--- src/rtl/stream_mux_pkg.sv ---
// Shared types and constants for the stream_mux_rr registered stream multiplexer.
package stream_mux_pkg;

    typedef enum logic {
        IDLE = 1'b0,
        LOCK = 1'b1
    } mux_state_t;

    localparam logic MODE_FIXED = 1'b0;
    localparam logic MODE_RR    = 1'b1;

endpackage

--- src/rtl/stream_mux_rr_arbiter.sv ---
// Combinational rotate-priority encoder: first request strictly after ptr, wrapping,
// returned as a one-hot grant and its index.
module rr_arbiter #(
    parameter int N_CH  = 8,
    parameter int SEL_W = $clog2(N_CH)
) (
    input  logic [N_CH-1:0]  req,
    input  logic [SEL_W-1:0] ptr,
    output logic [N_CH-1:0]  grant,
    output logic [SEL_W-1:0] idx
);

    logic              found;
    int unsigned       pos;
    logic [SEL_W-1:0]  pos_s;

    always_comb begin
        grant = '0;
        idx   = '0;
        found = 1'b0;
        pos   = 0;
        pos_s = '0;
        for (int unsigned i = 1; i <= N_CH; i++) begin
            pos   = (32'(ptr) + i) % N_CH;
            pos_s = SEL_W'(pos);
            if (!found && req[pos_s]) begin
                found        = 1'b1;
                grant[pos_s] = 1'b1;
                idx          = pos_s;
            end
        end
    end

endmodule

--- src/rtl/stream_mux_rr.sv ---
// N-channel registered stream mux with fixed-select or round-robin arbitration.
// Optional packet lock (in_last/out_last) is enabled by defining STREAM_MUX_PKT_LOCK_EN.
module stream_mux_rr
    import stream_mux_pkg::*;
#(
    parameter int N_CH  = 8,
    parameter int WIDTH = 8,
    parameter int SEL_W = $clog2(N_CH)
) (
    input  logic                  clk,
    input  logic                  rst,
    input  logic                  en,
    input  logic                  mode,
    input  logic [SEL_W-1:0]      sel,
    input  logic [N_CH*WIDTH-1:0] in_data,
    input  logic [N_CH-1:0]       in_valid,
    output logic [N_CH-1:0]       in_ready,
`ifdef STREAM_MUX_PKT_LOCK_EN
    input  logic [N_CH-1:0]       in_last,
    output logic                  out_last,
`endif
    output logic [WIDTH-1:0]      out_data,
    output logic [SEL_W-1:0]      out_ch,
    output logic                  out_valid,
    input  logic                  out_ready
);

    logic              load;
    logic              transfer;
    logic              locked;
    logic [SEL_W-1:0]  ptr;
    logic [SEL_W-1:0]  cand;
    logic              cand_ok;
    logic              cand_valid;
    logic              cand_last;
    logic [WIDTH-1:0]  cand_data;
    logic [N_CH-1:0]   rr_grant;
    logic [SEL_W-1:0]  rr_idx;

`ifdef STREAM_MUX_PKT_LOCK_EN
    mux_state_t        state;
    logic [SEL_W-1:0]  lock_ch;
    assign locked = (state == LOCK);
`else
    assign locked = 1'b0;
`endif

    rr_arbiter #(
        .N_CH  (N_CH),
        .SEL_W (SEL_W)
    ) u_arb (
        .req   (in_valid),
        .ptr   (ptr),
        .grant (rr_grant),
        .idx   (rr_idx)
    );

    always_comb begin
        load       = en & (~out_valid | out_ready);
        cand       = '0;
        cand_ok    = 1'b0;
        cand_valid = 1'b0;
        cand_last  = 1'b0;
        cand_data  = '0;
        in_ready   = '0;

`ifdef STREAM_MUX_PKT_LOCK_EN
        if (locked) begin
            cand    = lock_ch;
            cand_ok = 1'b1;
        end else
`endif
        if (mode == MODE_RR) begin
            cand    = rr_idx;
            cand_ok = |rr_grant;
        end else begin
            cand    = sel;
            cand_ok = ({1'b0, sel} < (SEL_W+1)'(N_CH));
        end

        // Decode by loop so an out-of-range sel never indexes past the buses.
        for (int unsigned k = 0; k < N_CH; k++) begin
            if (SEL_W'(k) == cand) begin
                cand_valid = in_valid[k];
                cand_data  = in_data[k*WIDTH +: WIDTH];
`ifdef STREAM_MUX_PKT_LOCK_EN
                cand_last  = in_last[k];
`endif
            end
        end

        transfer = load & cand_ok & cand_valid;

        for (int unsigned k = 0; k < N_CH; k++) begin
            in_ready[k] = transfer && (SEL_W'(k) == cand);
        end
    end

    always_ff @(posedge clk or posedge rst) begin
        if (rst) begin
            out_valid <= 1'b0;
            out_data  <= '0;
            out_ch    <= '0;
            ptr       <= SEL_W'(N_CH - 1);
`ifdef STREAM_MUX_PKT_LOCK_EN
            out_last  <= 1'b0;
            state     <= IDLE;
            lock_ch   <= '0;
`endif
        end else begin
            if (transfer) begin
                out_valid <= 1'b1;
                out_data  <= cand_data;
                out_ch    <= cand;
                if (!locked && mode == MODE_RR) begin
                    ptr <= cand;
                end
`ifdef STREAM_MUX_PKT_LOCK_EN
                out_last <= cand_last;
                case (state)
                    IDLE: begin
                        if (!cand_last) begin
                            state   <= LOCK;
                            lock_ch <= cand;
                        end
                    end
                    LOCK: begin
                        if (cand_last) begin
                            state <= IDLE;
                        end
                    end
                    default: state <= IDLE;
                endcase
`endif
            end else if (out_ready) begin
                out_valid <= 1'b0;
            end
        end
    end

    // cand_last is only consumed by the packet-lock path.
    logic unused_ok;
    assign unused_ok = cand_last;

endmodule

--- config.mk ---
export PLATFORM = sky130hd
export DESIGN_NAME = stream_mux_rr
export DESIGN_NICKNAME = d
export VERILOG_FILES = /design/src/rtl/stream_mux_pkg.sv /design/src/rtl/stream_mux_rr_arbiter.sv /design/src/rtl/stream_mux_rr.sv
export SDC_FILE = /design/constraint.sdc
export NUM_CORES = 1
export LEC_CHECK = 0
export ABC_AREA = 1
export BUFFER_PORTS_ARGS = -buffer_cell sky130_fd_sc_hd__buf_2
export CAP_MARGIN = 20
export CORE_MARGIN = 1
export CORE_UTILIZATION = 40
export CTS_CLUSTER_DIAMETER = 40
export DETAILED_ROUTE_END_ITERATION = 16
export PLACE_DENSITY = 0.71
export SLEW_MARGIN = 25
export SYNTH_ARGS = -nofsm -noshare
export SYNTH_HDL_FRONTEND = slang
export SYNTH_SLANG_ARGS = --single-unit
--- constraint.sdc ---
create_clock -name clk -period 5.5 [get_ports clk]
set_input_delay 0.55 -clock clk [delete_from_list [all_inputs] [get_ports clk]]
set_output_delay 0.55 -clock clk [all_outputs]
set_load 0.005 [all_outputs]
==> key figures <==
Run status
  • Outcome: complete, no violations

GRT
  • Largest net degree at the start of global routing: 25
  • Global-route wire length before repair: 11.0 mm
  • Global-route usage over all layers: between 20% and 30%
  • Overflow left after global routing: 0
  • Global-route layer with the greatest usage: met2
  • Antenna violations before repair: 0
  • Grt met3 use: 2.05%
  • Number of global-route vias before repair: approximately 2400
  • Met1 track demand over resource in global routing: ~28%
  • Met2 layer usage reported by global route: roughly 45%

Critical path
  • Arrival time at the worst endpoint: around 4.3 ns
  • Crit path cell chain: inv_2 > ha_1 > inv_2 > nand3_1 > nand2_1 > nor2_1 > nor2_1 > inv_1 > a211oi_1 > nand2_2 > o21ai_2 > inv_2 > a21boi_4 > nand3_2 > nor2_1 > nor2_1 > nand4_2 > nand2_4 > nor2_1 > buf_2
  • FF-to-FF setup slack: around 1.4 ns
  • Critical path buffer and inverter count: 5
  • Endpoint required time on the critical path: roughly 5 ns
  • Startpoint of the most critical register-to-register path: ptr[0]
  • Startpoint kind of the worst setup timing path: flip-flop
  • Worst-path fanout max: 24
  • Startpoint-to-endpoint class of the critical path: flip-flop to primary output
  • Number of cells on the worst reg-to-reg path: 20
  • Largest delay contributor family on the critical path: simple AND/OR/NAND/NOR gates
  • Worst stage delay on the critical path: between 0.6 and 0.7 ns
  • Terminus of the critical flop-to-flop path: out_data[5]
  • Most common cell type on the critical path: sky130_fd_sc_hd__nor2_1
  • Setup crit end kind: primary output
  • Critical-path cell with the highest stage delay: sky130_fd_sc_hd__dfstp_2

Yosys
  • Register area share after synthesis: between 10% and 20%
  • Netlist cell types: between 40 and 50
  • Number of register bits inferred by synthesis: 15
  • Synth Instances: 377
  • Synth Cell Area: roughly 2200 um^2
  • Mean instance size in the synthesized netlist: approximately 5.8 um^2
  • Post-Syn Nets: about 460
  • Async set or reset register ratio after synthesis: 100%
  • Synthesis Warnings: 0
  • Most frequently used flop master after synthesis: sky130_fd_sc_hd__dfrtp_1
  • EDFF count, synth: 0

Detailed routing
  • Aggregate routed wire length: 6.64 mm
  • Number of nets with antenna violations after routing: 0
  • Post-detailed-route DRC marker count: 0
  • Per-cell via count in the routed design: 4.82
  • Average wire per standard cell: roughly 12 um
  • TritonRoute pass-1 iters: 4
  • First-iteration detailed-routing DRC count: around 120
  • Via count of the routed design: ~2600

Timing
  • Setup TNS: 0 ns
  • Final count of negative-setup-slack endpoints: 0
  • Clock period minus final worst setup slack: roughly 4.8 ns
  • Count of final hold-check violations: 0
  • Number of pins with negative max-slew slack in the final report: 0
  • Final worst clock skew: around 0.0026 ns
  • RSZ-0062 raised after global routing: no
  • Worst slew margin relative to its limit: a little under two thirds
  • Share of the clock period used by the worst path after layout: slightly below 90%
  • Peak clock frequency supported by timing: between 200 and 250 MHz
  • Slew at the pin with the worst max-slew slack: 0.547 ns

Placement
  • PortBufs: between 90 and 100
  • Final weighted congestion in routability-driven placement: 0.940
  • Instance count after placement with tap cells included: between 500 and 600
  • Dpl cell area: about 2700 um^2
  • Detailed placement HPWL: roughly 5.6 mm

Final layout
  • Share of layout cells above drive strength 1: 30.5%
  • Area growth syn-to-layout: 25.3%
  • Layout Cell Area excl Fill: 2740 um^2
  • Net count of the finished layout: 559
  • Post-Layout Cell Count: ~540
  • Total inserted antenna cells: 0

Clock tree
  • Maximum level of the CTS H-tree: 1
  • Later-pin clock latency in the skew report: roughly 0.24 ns
  • Root Driver: sky130_fd_sc_hd__clkbuf_8
  • Hold bufs inserted after CTS: 0
  • Number of clock buffers inserted by TritonCTS: 3
  • Clock slew at reported path FFs: roughly 0.060 ns
  • TritonCTS clock tree: built
  • # resized after CTS: 0
  • Max Root-Sink Buffers: 2
  • Post-CTS setup-driven buffer insertion count: 0
  • TritonCTS sink count: 15

Power
  • Leakage: 0.00157 uW
  • Combinational share of power: 82.2%
  • Internal cell power: 706 uW
  • Switching power of the nets: 1080 uW
  • Power density over the cells: between 600 and 700 nW/um^2
  • Net Sw Frac: ~60%
  • Sequential fraction of design power: a little over an eighth
  • Clock power share: about 4.8%
  • Largest voltage drop on the vdd net: ~0.26 mV

Job
  • Number of maximum-capacitance constraint violations: 0

Die
  • Die Span X: about 76 um
  • I/O pins: 100
  • Floorplan die height: 76.0 um
  • Count of standard-cell rows: 26
  • Std-Cell Core Area: approximately 5200 um^2
  • Die area: approximately 5800 um^2
  • Initial core utilization: a little over two fifths

Min path
  • Worst min-delay path class: input pin to async pin
==> Yosys cell counts (3+ instances only) <==
library cell	instances	area [um^2]
sky130_fd_sc_hd__o21ai_0	10	50.1
sky130_fd_sc_hd__nand2_1	126	473
sky130_fd_sc_hd__a21oi_1	3	15.0
sky130_fd_sc_hd__nand2_2	7	43.8
sky130_fd_sc_hd__dfstp_2	3	78.8
sky130_fd_sc_hd__nor2_4	3	33.8
sky130_fd_sc_hd__nand4_1	17	106
sky130_fd_sc_hd__inv_1	46	173
sky130_fd_sc_hd__dfrtp_1	12	300
sky130_fd_sc_hd__nor2_1	41	154
sky130_fd_sc_hd__or2_0	7	43.8
sky130_fd_sc_hd__nand3_1	40	200
sky130_fd_sc_hd__ha_1	6	75.1
sky130_fd_sc_hd__o21ai_1	8	40.0
sky130_fd_sc_hd__inv_2	10	37.5
sky130_fd_sc_hd__nand3_2	3	30.0
==> kinds of logic (layout without fill, tap and decap cells) <==
family	count (synthesis)	in the layout	synth area share [%]
buffers and inverters	66	161	13.3
AND/OR/NAND/NOR	259	259	56.7
AO/OA/AOI/OAI	30	30	8.46
flip-flops	15	15	17.3
adder cells (fa/ha/maj)	6	6	3.43
XOR/XNOR	1	1	0.743
==> power groups by stage <==
stage	Clock, uW	Combinational, uW	Sequential [uW]
after floorplan	0	1190	203
after global placement	0	1460	231
after detailed placement	0	1470	230
after CTS	88.0	1470	230
after global routing	92.9	1660	241
final	86.5	1470	233
==> worst max path at each step <==
stage	start	to	slack, ns	cells after the start
global route	ptr[0]	in_ready[1]	0.37	20
detailed placement	ptr[0]	in_ready[1]	1.03	20
global placement	ptr[0]	in_ready[7]	1.07	20
finish	ptr[0]	in_ready[1]	0.70	20
floorplan	ptr[1]	in_ready[2]	1.67	21
CTS	ptr[0]	in_ready[1]	0.75	20
==> cell usage in the layout (no fill, tap or decap), types with 2 or more instances in the layout <==
master / Yosys / layout
sky130_fd_sc_hd__nor3_2: 2 / 2
sky130_fd_sc_hd__dfstp_2: 3 / 3
sky130_fd_sc_hd__or2_0: 7 / 7
sky130_fd_sc_hd__o21ai_0: 10 / 10
sky130_fd_sc_hd__clkbuf_8: 0 / 3
sky130_fd_sc_hd__nand2_1: 126 / 126
sky130_fd_sc_hd__nand2_2: 7 / 7
sky130_fd_sc_hd__nand3_1: 40 / 40
sky130_fd_sc_hd__nand2_4: 2 / 2
sky130_fd_sc_hd__dfrtp_1: 12 / 12
sky130_fd_sc_hd__o21ai_1: 8 / 8
sky130_fd_sc_hd__inv_1: 46 / 46
sky130_fd_sc_hd__nor2_1: 41 / 41
sky130_fd_sc_hd__inv_2: 10 / 10
sky130_fd_sc_hd__nand3b_1: 2 / 2
sky130_fd_sc_hd__nand4_1: 17 / 17
sky130_fd_sc_hd__clkinv_1: 2 / 2
sky130_fd_sc_hd__nand3_2: 3 / 3
sky130_fd_sc_hd__nor3_4: 2 / 2
sky130_fd_sc_hd__a21oi_1: 3 / 3
sky130_fd_sc_hd__ha_1: 6 / 6
sky130_fd_sc_hd__o21ai_2: 2 / 2
sky130_fd_sc_hd__buf_2: 2 / 99
sky130_fd_sc_hd__nor2_4: 3 / 3
sky130_fd_sc_hd__nor2_2: 2 / 2
==> flip-flops by register name, summed over array words and instances (netlist names) <==
name,count
out_data,8
out_ch,3
ptr,3
out_valid,1
==> layout make-up <==
type	count	area (um^2)
tap	70	87.6
clock buffer	4	45.0
multi-input combinational	296	1520
fill	565	2430
inverter	58	218
timing repair buffer	99	495
sequential	15	379
==> layer usage <==
| layer | part of all wire (%) | vias up |
|---|---|---|
| met5 | 0 | - |
| met3 | 4.9 | 6 |
| met4 | 0.81 | 0 |
| met1 | 43 | 1129 |
| li1 | - | 1392 |
| met2 | 52 | 88 |
==> stage by stage <==
stage	total power [uW]	worst slack, ns	utilization [%]	hold slack (ns)
finish	1790	0.704	53.0	0.344
CTS	1790	0.753	53.0	0.362
global route	2000	0.370	53.0	0.398
floorplan	1390	1.67	-	0.449
global placement	1690	1.07	52.2	0.463
detailed placement	1700	1.03	52.2	0.465
(Power assumes the default switching activity.)
